===== src/rtl/vmicro16_apb_master_bridge_if.sv =====
// Bundle of the core-side request/response handshake and the APB initiator
// port driven by vmicro16_apb_master_bridge.
// - The "master" modport is the bridge's view.
// - The "slave" modport is the view of whatever sits around the bridge: the
//   core on the request side, and the interconnect/slave on the APB side.
interface vmicro16_apb_master_bridge_if #(
  parameter int BUS_WIDTH  = 16,
  parameter int DATA_WIDTH = 16
);

  // Core request channel
  logic                  req_valid;
  logic                  req_ready;
  logic                  req_write;
  logic [BUS_WIDTH-1:0]  req_addr;
  logic [DATA_WIDTH-1:0] req_wdata;

  // Core response channel
  logic                  rsp_valid;
  logic [DATA_WIDTH-1:0] rsp_rdata;
  logic                  rsp_err;

  // APB initiator port towards the interconnect
  logic [BUS_WIDTH-1:0]  M_PADDR;
  logic                  M_PWRITE;
  logic                  M_PSELx;
  logic                  M_PENABLE;
  logic [DATA_WIDTH-1:0] M_PWDATA;
  logic [DATA_WIDTH-1:0] M_PRDATA;
  logic                  M_PREADY;

  // Watchdog abort pulse towards the SoC watchdog
  logic                  timeout;

  modport master (
    input  req_valid,
    output req_ready,
    input  req_write,
    input  req_addr,
    input  req_wdata,
    output rsp_valid,
    output rsp_rdata,
    output rsp_err,
    output M_PADDR,
    output M_PWRITE,
    output M_PSELx,
    output M_PENABLE,
    output M_PWDATA,
    input  M_PRDATA,
    input  M_PREADY,
    output timeout
  );

  modport slave (
    output req_valid,
    input  req_ready,
    output req_write,
    output req_addr,
    output req_wdata,
    input  rsp_valid,
    input  rsp_rdata,
    input  rsp_err,
    input  M_PADDR,
    input  M_PWRITE,
    input  M_PSELx,
    input  M_PENABLE,
    input  M_PWDATA,
    output M_PRDATA,
    output M_PREADY,
    input  timeout
  );

endinterface


===== src/rtl/vmicro16_apb_master_bridge.sv =====
// Core-side APB initiator.
// - Accepts one valid/ready load/store request at a time.
// - Runs it as a single APB transfer: SETUP for one cycle, then ACCESS.
// - Returns a one-cycle response pulse when the transfer ends.
// A stall watchdog aborts an ACCESS phase that never sees PREADY. It then
// reports an error response instead of leaving the core hung.
module vmicro16_apb_master_bridge #(
  parameter int BUS_WIDTH  = 16,
  parameter int DATA_WIDTH = 16,
  parameter int TIMEOUT    = 255
) (
  input  logic clk,
  input  logic reset,
  vmicro16_apb_master_bridge_if.master bus
);

  // Watchdog counter width. Kept at least one bit so that TIMEOUT == 0,
  // which disables the watchdog, still elaborates.
  localparam int CNT_W = (TIMEOUT > 0) ? $clog2(TIMEOUT + 1) : 1;

  // The counter holds the number of wait cycles already spent in ACCESS.
  // During the TIMEOUT-th ACCESS cycle it therefore reads TIMEOUT-1.
  localparam logic [CNT_W-1:0] ABORT_AT = CNT_W'((TIMEOUT > 0) ? TIMEOUT - 1 : 0);
  localparam logic [CNT_W-1:0] CNT_MAX  = '1;

  typedef enum logic [1:0] {
    ST_IDLE   = 2'd0,
    ST_SETUP  = 2'd1,
    ST_ACCESS = 2'd2
  } state_e;

  state_e                state_q,     state_d;
  logic [BUS_WIDTH-1:0]  paddr_q,     paddr_d;
  logic                  pwrite_q,    pwrite_d;
  logic                  psel_q,      psel_d;
  logic                  penable_q,   penable_d;
  logic [DATA_WIDTH-1:0] pwdata_q,    pwdata_d;
  logic                  rsp_valid_q, rsp_valid_d;
  logic [DATA_WIDTH-1:0] rsp_rdata_q, rsp_rdata_d;
  logic                  rsp_err_q,   rsp_err_d;
  logic                  timeout_q,   timeout_d;
  logic [CNT_W-1:0]      cnt_q,       cnt_d;
  logic                  req_ready;

  // The bridge only takes a request from IDLE, and never while reset is low.
  assign req_ready = (state_q == ST_IDLE) && reset;

  // Register stage. The synchronous active-low reset clears the state, every
  // registered output and the watchdog counter.
  always_ff @(posedge clk) begin
    // NOTE: sequential state uses non-blocking assignments only. Every
    // register then samples the pre-edge value of its neighbours, which
    // avoids simulation races between processes.
    if (!reset) begin
      state_q     <= ST_IDLE;
      paddr_q     <= '0;
      pwrite_q    <= 1'b0;
      psel_q      <= 1'b0;
      penable_q   <= 1'b0;
      pwdata_q    <= '0;
      rsp_valid_q <= 1'b0;
      rsp_rdata_q <= '0;
      rsp_err_q   <= 1'b0;
      timeout_q   <= 1'b0;
      cnt_q       <= '0;
    end else begin
      state_q     <= state_d;
      paddr_q     <= paddr_d;
      pwrite_q    <= pwrite_d;
      psel_q      <= psel_d;
      penable_q   <= penable_d;
      pwdata_q    <= pwdata_d;
      rsp_valid_q <= rsp_valid_d;
      rsp_rdata_q <= rsp_rdata_d;
      rsp_err_q   <= rsp_err_d;
      timeout_q   <= timeout_d;
      cnt_q       <= cnt_d;
    end
  end

  // Next-state and next-output logic for the IDLE -> SETUP -> ACCESS sequence.
  // The pulse outputs default low. Everything else defaults to holding.
  always_comb begin
    // NOTE: every signal written here gets a default first. A path that
    // forgets one would otherwise infer a latch.
    state_d     = state_q;
    paddr_d     = paddr_q;
    pwrite_d    = pwrite_q;
    psel_d      = psel_q;
    penable_d   = penable_q;
    pwdata_d    = pwdata_q;
    rsp_valid_d = 1'b0;
    rsp_rdata_d = rsp_rdata_q;
    rsp_err_d   = rsp_err_q;
    timeout_d   = 1'b0;
    cnt_d       = cnt_q;

    unique case (state_q)
      ST_IDLE: begin
        psel_d    = 1'b0;
        penable_d = 1'b0;
        if (bus.req_valid && req_ready) begin
          // Address, data and direction are captured once here. They then
          // stay stable through SETUP and ACCESS.
          paddr_d  = bus.req_addr;
          pwdata_d = bus.req_wdata;
          pwrite_d = bus.req_write;
          psel_d   = 1'b1;
          cnt_d    = '0;
          state_d  = ST_SETUP;
        end
      end

      ST_SETUP: begin
        psel_d    = 1'b1;
        penable_d = 1'b1;
        state_d   = ST_ACCESS;
      end

      ST_ACCESS: begin
        if (bus.M_PREADY) begin
          // Completion wins over abort, even in the last allowed cycle.
          // Read data is captured on writes as well.
          rsp_valid_d = 1'b1;
          rsp_rdata_d = bus.M_PRDATA;
          rsp_err_d   = 1'b0;
          psel_d      = 1'b0;
          penable_d   = 1'b0;
          state_d     = ST_IDLE;
        end else if ((TIMEOUT != 0) && (cnt_q == ABORT_AT)) begin
          // The slave stalled for the whole allowance. Drop the bus and
          // return an error response with zeroed data.
          rsp_valid_d = 1'b1;
          rsp_rdata_d = '0;
          rsp_err_d   = 1'b1;
          timeout_d   = 1'b1;
          psel_d      = 1'b0;
          penable_d   = 1'b0;
          state_d     = ST_IDLE;
        end else if (cnt_q != CNT_MAX) begin
          // Saturate rather than wrap. This only matters when the watchdog
          // is disabled and a slave stalls forever.
          cnt_d = cnt_q + CNT_W'(1);
        end
      end

      default: begin
        psel_d    = 1'b0;
        penable_d = 1'b0;
        state_d   = ST_IDLE;
      end
    endcase
  end

  assign bus.req_ready = req_ready;
  assign bus.rsp_valid = rsp_valid_q;
  assign bus.rsp_rdata = rsp_rdata_q;
  assign bus.rsp_err   = rsp_err_q;
  assign bus.M_PADDR   = paddr_q;
  assign bus.M_PWRITE  = pwrite_q;
  assign bus.M_PSELx   = psel_q;
  assign bus.M_PENABLE = penable_q;
  assign bus.M_PWDATA  = pwdata_q;
  assign bus.timeout   = timeout_q;

endmodule

===== src/flat_wrapper.sv =====
// flat-port wrapper written by rule: the top's interface ports become plain ports
module vmicro16_apb_master_bridge_flat 
#(
  parameter int BUS_WIDTH  = 16,
  parameter int DATA_WIDTH = 16,
  parameter int TIMEOUT    = 255
)
  (clk, reset, bus_req_valid, bus_req_ready, bus_req_write, bus_req_addr, bus_req_wdata, bus_rsp_valid, bus_rsp_rdata, bus_rsp_err, bus_M_PADDR, bus_M_PWRITE, bus_M_PSELx, bus_M_PENABLE, bus_M_PWDATA, bus_M_PRDATA, bus_M_PREADY, bus_timeout);
  vmicro16_apb_master_bridge_if #(.BUS_WIDTH(BUS_WIDTH), .DATA_WIDTH(DATA_WIDTH)) bus_i ();
  input  logic clk;
  input  logic reset;
  input wire logic [$bits(bus_i.req_valid)-1:0] bus_req_valid;
  output wire logic [$bits(bus_i.req_ready)-1:0] bus_req_ready;
  input wire logic [$bits(bus_i.req_write)-1:0] bus_req_write;
  input wire logic [$bits(bus_i.req_addr)-1:0] bus_req_addr;
  input wire logic [$bits(bus_i.req_wdata)-1:0] bus_req_wdata;
  output wire logic [$bits(bus_i.rsp_valid)-1:0] bus_rsp_valid;
  output wire logic [$bits(bus_i.rsp_rdata)-1:0] bus_rsp_rdata;
  output wire logic [$bits(bus_i.rsp_err)-1:0] bus_rsp_err;
  output wire logic [$bits(bus_i.M_PADDR)-1:0] bus_M_PADDR;
  output wire logic [$bits(bus_i.M_PWRITE)-1:0] bus_M_PWRITE;
  output wire logic [$bits(bus_i.M_PSELx)-1:0] bus_M_PSELx;
  output wire logic [$bits(bus_i.M_PENABLE)-1:0] bus_M_PENABLE;
  output wire logic [$bits(bus_i.M_PWDATA)-1:0] bus_M_PWDATA;
  input wire logic [$bits(bus_i.M_PRDATA)-1:0] bus_M_PRDATA;
  input wire logic [$bits(bus_i.M_PREADY)-1:0] bus_M_PREADY;
  output wire logic [$bits(bus_i.timeout)-1:0] bus_timeout;
  assign bus_i.req_valid = bus_req_valid;
  assign bus_req_ready = bus_i.req_ready;
  assign bus_i.req_write = bus_req_write;
  assign bus_i.req_addr = bus_req_addr;
  assign bus_i.req_wdata = bus_req_wdata;
  assign bus_rsp_valid = bus_i.rsp_valid;
  assign bus_rsp_rdata = bus_i.rsp_rdata;
  assign bus_rsp_err = bus_i.rsp_err;
  assign bus_M_PADDR = bus_i.M_PADDR;
  assign bus_M_PWRITE = bus_i.M_PWRITE;
  assign bus_M_PSELx = bus_i.M_PSELx;
  assign bus_M_PENABLE = bus_i.M_PENABLE;
  assign bus_M_PWDATA = bus_i.M_PWDATA;
  assign bus_i.M_PRDATA = bus_M_PRDATA;
  assign bus_i.M_PREADY = bus_M_PREADY;
  assign bus_timeout = bus_i.timeout;
  vmicro16_apb_master_bridge #(.BUS_WIDTH(BUS_WIDTH), .DATA_WIDTH(DATA_WIDTH), .TIMEOUT(TIMEOUT)) u_core (.clk(clk), .reset(reset), .bus(bus_i));
endmodule

===== config.mk =====
export PLATFORM = sky130hd
export DESIGN_NAME = vmicro16_apb_master_bridge_flat
export DESIGN_NICKNAME = d
export VERILOG_FILES = /design/src/rtl/vmicro16_apb_master_bridge_if.sv /design/src/rtl/vmicro16_apb_master_bridge.sv /design/src/flat_wrapper.sv
export SDC_FILE = /design/constraint.sdc
export NUM_CORES = 1
export LEC_CHECK = 0
export CAP_MARGIN = 15
export CORE_MARGIN = 1.5
export CORE_UTILIZATION = 37
export CTS_BUF_LIST = sky130_fd_sc_hd__clkbuf_8 sky130_fd_sc_hd__clkbuf_16
export DETAILED_ROUTE_END_ITERATION = 7
export GPL_TIMING_DRIVEN = 0
export HOLD_SLACK_MARGIN = 0.03
export PLACE_DENSITY = 0.78
export REMOVE_ABC_BUFFERS = 1
export SLEW_MARGIN = 5
export SYNTH_ARGS = -nofsm -noshare
export SYNTH_HDL_FRONTEND = slang
export SYNTH_SLANG_ARGS = --single-unit

===== constraint.sdc =====
create_clock -name clk -period 1.6 [get_ports clk]
set_clock_uncertainty 0.2 [all_clocks]
set_input_delay 0.32 -clock clk [delete_from_list [all_inputs] [get_ports clk]]
set_output_delay 0.32 -clock clk [all_outputs]
set_load 0.1 [all_outputs]

Word-level counts from Yosys, hierarchy flattened

Cells that the tools add are included.

Add/subtract/negate cells: 1
Multiply operators: 0
Divide/modulo/power cells: 0
Magnitude comparators: 0
Equal/unequal tests: 9
Shift-type cells: 0
Mux-type cells: 20
Bitwise operators: 2
Reductions and logical operators: 11

Operator list:

| kind                                                   | count |
|---|---|
| 2-to-1 mux 16 bit                                      | 2 |
| 2-to-1 mux 8 bit                                       | 4 |
| one-hot mux 8 bit (2 select lines)                     | 1 |
| adder 8 x 1 -> 8 bit (second input constant)           | 1 |
| equality test 8 bit (second input constant)            | 1 |
| inequality test 8 bit (second input constant)          | 1 |
| AND reduction 2 bit                                    | 4 |
| 2-to-1 mux 1 bit                                       | 7 |
| 2-to-1 mux 2 bit                                       | 3 |
| inequality test 2 bit (second input constant)          | 3 |
| one-hot mux 2 bit (3 select lines)                     | 1 |
| AND reduction 5 bit                                    | 1 |
| nonzero test 2 bit                                     | 2 |
| inequality test 3 x 2 -> 1 bit (second input constant) | 1 |
| one-hot mux 1 bit (3 select lines)                     | 1 |
| OR reduction 3 bit                                     | 1 |
| equality test 2 x 1 -> 1 bit (second input constant)   | 1 |
| equality test 2 bit (second input constant)            | 1 |
| logical AND 1 bit                                      | 2 |
| zero test 2 bit                                        | 1 |
| inequality test 2 x 1 -> 1 bit (second input constant) | 1 |
| inverter 1 bit                                         | 2 |
| one-hot mux 1 bit (2 select lines)                     | 1 |

Register bits: 64
Bits in latches: 0
Bits in writable memories: 0
Memory bits (read-only): 0
Bits of input ports: 53
Logic and storage cells: 54
Memories: 0

Longest topological paths before layout

Gate-level depths: netlist of the first run.

Depth after elaboration: 5
Gate-level depth with buffers: 7
Mapped depth without buffers: 6

Least setup slack after synthesis of the first run

Ideal clock, no wire load.

Path kind: in2reg
Start: input port reset
End: register u_core.cnt_q[6]
Data arrival time: 2154 ps
Data required time: 1280 ps
Path slack: -874 ps
Stages: 7
Path buffers: 1
Path through: buf_4 > nor3b_4 > nand2_2 > inv_2 > nor2_2 > a21o_1 > o31a_1

Cells in the longest elaborated chain, start to end: 4

RTL lines:

| item                            | line                              | RTL |
|---|---|---|
| from (decl)                     | flat_wrapper.sv:11                | `input logic reset;` |
| logical AND 1 bit               | vmicro16_apb_master_bridge.sv:46  | `assign req_ready = (state_q == ST_IDLE) && reset;` |
| net bus_req_ready               | flat_wrapper.sv:13                | `output wire logic [$bits(bus_i.req_ready)-1:0] bus_req_ready;` |
| logical AND 1 bit               | vmicro16_apb_master_bridge.sv:102 | `if (bus.req_valid && req_ready) begin` |
| inequality test 2 bit (no line) | -                                 |  |
| AND reduction 5 bit (no line)   | -                                 |  |
| to (signal assigned)            | vmicro16_apb_master_bridge.sv:77  | `cnt_q <= cnt_d;` |
| to (decl)                       | vmicro16_apb_master_bridge.sv:42  | `logic [CNT_W-1:0] cnt_q, cnt_d;` |

The timed path passes the listed nets, and every way through them passes these cells.
A chain may end at the register's enable or synchronous reset.

Worst setup path in the final report of the first run

Start: register u_core.state_q[1]
End: output port bus_req_ready

Cells in the longest elaborated chain, start to end: 2

RTL lines:

| item                   | line                             | RTL |
|---|---|---|
| from (decl)            | vmicro16_apb_master_bridge.sv:32 | `state_e state_q, state_d;` |
| from (signal assigned) | vmicro16_apb_master_bridge.sv:67 | `state_q <= state_d;` |
| zero test 2 bit        | vmicro16_apb_master_bridge.sv:46 |  |
| logical AND 1 bit      | vmicro16_apb_master_bridge.sv:46 |  |
| to (decl)              | flat_wrapper.sv:13               |  |

Every way passes these cells.

==> results.cfg, run 1 <==
[die]
initial_utilization_pct = 38.38
fp-row-count = 29
coreArea_sq_um = 6386
die_h_um = 84.39
die_x_um = 84.39
die-area_sq_um = 7122
ios = 108

[yosys]
synth_edf_count = 0
synth_area_leaders = dfxtp_1 52%, nand2_1 16%, a21oi_1 7.8%, o21ai_0 4.3%, and3_1 2.0%
ys_top_cells_by_count = 102 x nand2_1, 64 x dfxtp_1, 38 x a21oi_1, 21 x o21ai_0, 9 x clkbuf_1
synth.distinct_cells = 41
synth_ff_type = dfxtp_1
yosysMostFrequentCell = nand2_1
synth_area_leader_cell = dfxtp_1
ys_seq_elements = 64
seq_area_frac_synth_pct = 52.27
yosys_warnings = 0
avgSynthCellArea_sq_um = 8.198
synth_async_sr_flop_share_pct = 0
syn_inst = 299
synth_top_area_share_pct = 52.27
syn_area_sq_um = 2451

[global_routing]
grtUsageMet2_pct = 34.11
antenna_found_initial = 0
use_met1_pct = 24.19
grt_busiest_layer = met2
met3_usage_pct = 7.670
grt_pass1_vias = 2395
grt_use_total_pct = 20.12
grt_overflow = 0
grt_pass1_wl_um = 11330
grt_start_max_net_pins = 28

[placed_design]
place_ws_ns = -2.137
hpwl_um = 4243
gp_congestion = 0.8184
portBuffers = 107

[worst_setup_path]
cp-startpoint = u_core.state_q[1]
reg2reg_from = u_core.state_q[1]
crit_type = flip-flop to output port
rr_endpoint = u_core.cnt_q[6]
r2r_slack_ns = -0.11
end_kind = output port
required_ns = 1.08
crit_fanout = 3
ff2ff_path_depth = 8
crit_path_end = bus_req_ready
crit_arrival_ns = 1.20
critPathLaunchType = flip-flop

[cells_and_area]
fillers = 457
fin_util_pct = 71.20
area_growth_syn_to_layout_pct = 85.50
layout-drive-gt1-share_pct = 44.80
diodes = 0
nets = 483

[clocking]
cts_buffer_depth = 2
h-tree-depth = 3
insertion_delay_ns = 0.34
clock-sinks = 64
path_clk_slew_ns = 0.06
cts_tree = built
cts_buffers = 9
clockRootBuffer = clkbuf_8

[sta]
slew_viol_final = 0
rsz0062_at_grt = true
max_freq_mhz = 581.0
hold_viol_final = 0
worstMarginPinSlew_ns = 0.8537
tns_ns = -1.447
layout_setup_ws_ns = -0.1211
fin_crit_sh_pct = 107.6
final-setup-viol-count = 27
relSlewSlack_pct = 43.02
min_period_ns = 1.721

[drt]
via_count = 2653
drtIter0Drc = 102
drt-vias-per-instance = 5.202
drc = 0
routedWlPerCell_um = 16.96
drt-total-wl_um = 8650
ant_nets = 0
drt_first_pass_iters = 6

[worst_hold_path]
hold_class = input port to flip-flop
min_from = reset
whs_path_depth = 2

[outcome]
violations = setup timing
status = finished, violations left

[job]
cap_violations = 0

[power]
p_leak_nw = 1.903
power.density_nw_per_um2 = 912.5
power.total_mw = 4.149
ir_worst_vdd_v = 0.0006861
stage by stage:
stage,cells,hold WS [ns],instance area (sq um)
2_1_floorplan,281,0.2166,2364
6_report,510,0.1628,4547
3_3_place_gp,465,0.2411,3531
4_1_cts,493,0.1435,3827
5_1_grt,510,0.1553,4547
3_5_place_dp,466,0.2457,3558
registers in the layout, indices dropped and copies added, names as in the netlist:
name                  count
u_core.state_q            2
u_core.bus.M_PENABLE      1
u_core.bus.M_PWRITE       1
u_core.bus.rsp_rdata     16
u_core.bus.M_PWDATA      16
u_core.bus.M_PSELx        1
u_core.bus.timeout        1
u_core.bus.M_PADDR       16
u_core.cnt_q              8
u_core.bus.rsp_valid      1
u_core.bus.rsp_err        1
layout make-up:
class	instances	area, sq um	area share, %
Timing Repair Buffer	129	1267	27.88
Multi-Input combinational cell	217	1569	34.51
Timing Repair inverter	3	76.32	1.679
Clock inverter	5	55.05	1.211
Inverter	4	33.78	0.7430
Clock buffer	11	151.4	3.330
Sequential cell	64	1297	28.54
Tap cell	77	96.34	2.119
repair_timing:
item,in CTS,in global routing
setup buffers,8,9
pin swaps,6,58
gates resized for setup,371,144
hold buffers,0,0
cloned,3,8
endpoints found under the setup margin,116,58
per-layer routing:
metal | vias to the layer above | wire [um]
met4 | 0 | 106
met3 | 12 | 594
met2 | 96 | 4430
li1 | 1274 | -
met5 | - | 0
met1 | 1271 | 3518
placed cells by master (no fill, tap or decap), types with 2 or more instances in the layout:
| cell type | synthesis | routed |
|---|---|---|
| clkinvlp_4 | 0 | 2 |
| nor2_1 | 5 | 4 |
| dfxtp_4 | 0 | 4 |
| a21oi_2 | 0 | 31 |
| buf_12 | 0 | 4 |
| clkbuf_16 | 0 | 4 |
| buf_6 | 1 | 7 |
| nand2_4 | 0 | 28 |
| o21ai_1 | 0 | 12 |
| nor3b_4 | 1 | 2 |
| nor3_1 | 2 | 2 |
| o21a_1 | 2 | 2 |
| and3_1 | 8 | 3 |
| dfxtp_1 | 64 | 59 |
| inv_1 | 3 | 2 |
| clkinv_16 | 0 | 2 |
| dlygate4sd2_1 | 0 | 2 |
| nand2_2 | 1 | 7 |
| and3_4 | 0 | 5 |
| clkdlybuf4s50_1 | 0 | 49 |
| nand3b_1 | 2 | 2 |
| clkbuf_8 | 0 | 11 |
| o21ai_0 | 21 | 8 |
| ha_4 | 0 | 2 |
| a31oi_1 | 6 | 5 |
| a21oi_1 | 38 | 7 |
| nand2_1 | 102 | 68 |
| o21a_4 | 1 | 2 |
| buf_4 | 1 | 60 |
| a211oi_1 | 2 | 2 |
| clkinv_2 | 0 | 2 |
critical path, stage by stage, from the launching register on:
cell and delay, ns:
dfxtp_4 0.35, nor3b_4 0.20, buf_6 0.15, buf_12 0.17
cells by family after synthesis:
group	share of synthesized area, %
AOI/OAI and AO/OA	17.25
adders and majority gates	1.021
buffers and inverters	4.185
DFF	52.27
muxes	0.4084
and+or+nand+nor	24.86
worst min-delay path by stage:
stage / endpoint / slack (ns)
floorplan: u_core.bus.rsp_err / 0.22
global placement: u_core.bus.M_PADDR[5] / 0.24
detailed placement: u_core.bus.M_PADDR[8] / 0.25
CTS: u_core.state_q[1] / 0.14
global route: u_core.state_q[1] / 0.16
finish: u_core.state_q[1] / 0.16
where the power goes:
group	leakage [nW]	switching (mW)	total [mW]	internal (mW)
Sequential	0.523	0.0354	1.68	1.64
Combinational	1.28	0.683	1.04	0.355
Clock	0.101	0.633	1.43	0.798
Total	1.90	1.35	4.15	2.80
Note: power is estimated with default switching activity, not from simulation.
==> inputs of run 2 (changes only) <==
--- a/config.mk
+++ b/config.mk
@@ -11,7 +11,6 @@
 export CTS_BUF_LIST = sky130_fd_sc_hd__clkbuf_8 sky130_fd_sc_hd__clkbuf_16
 export DETAILED_ROUTE_END_ITERATION = 7
 export GPL_TIMING_DRIVEN = 0
-export HOLD_SLACK_MARGIN = 0.03
 export PLACE_DENSITY = 0.78
 export REMOVE_ABC_BUFFERS = 1
 export SLEW_MARGIN = 5
==> results of run 2 <==
The final DEF is identical to that of run 1; final timing and power are the same.
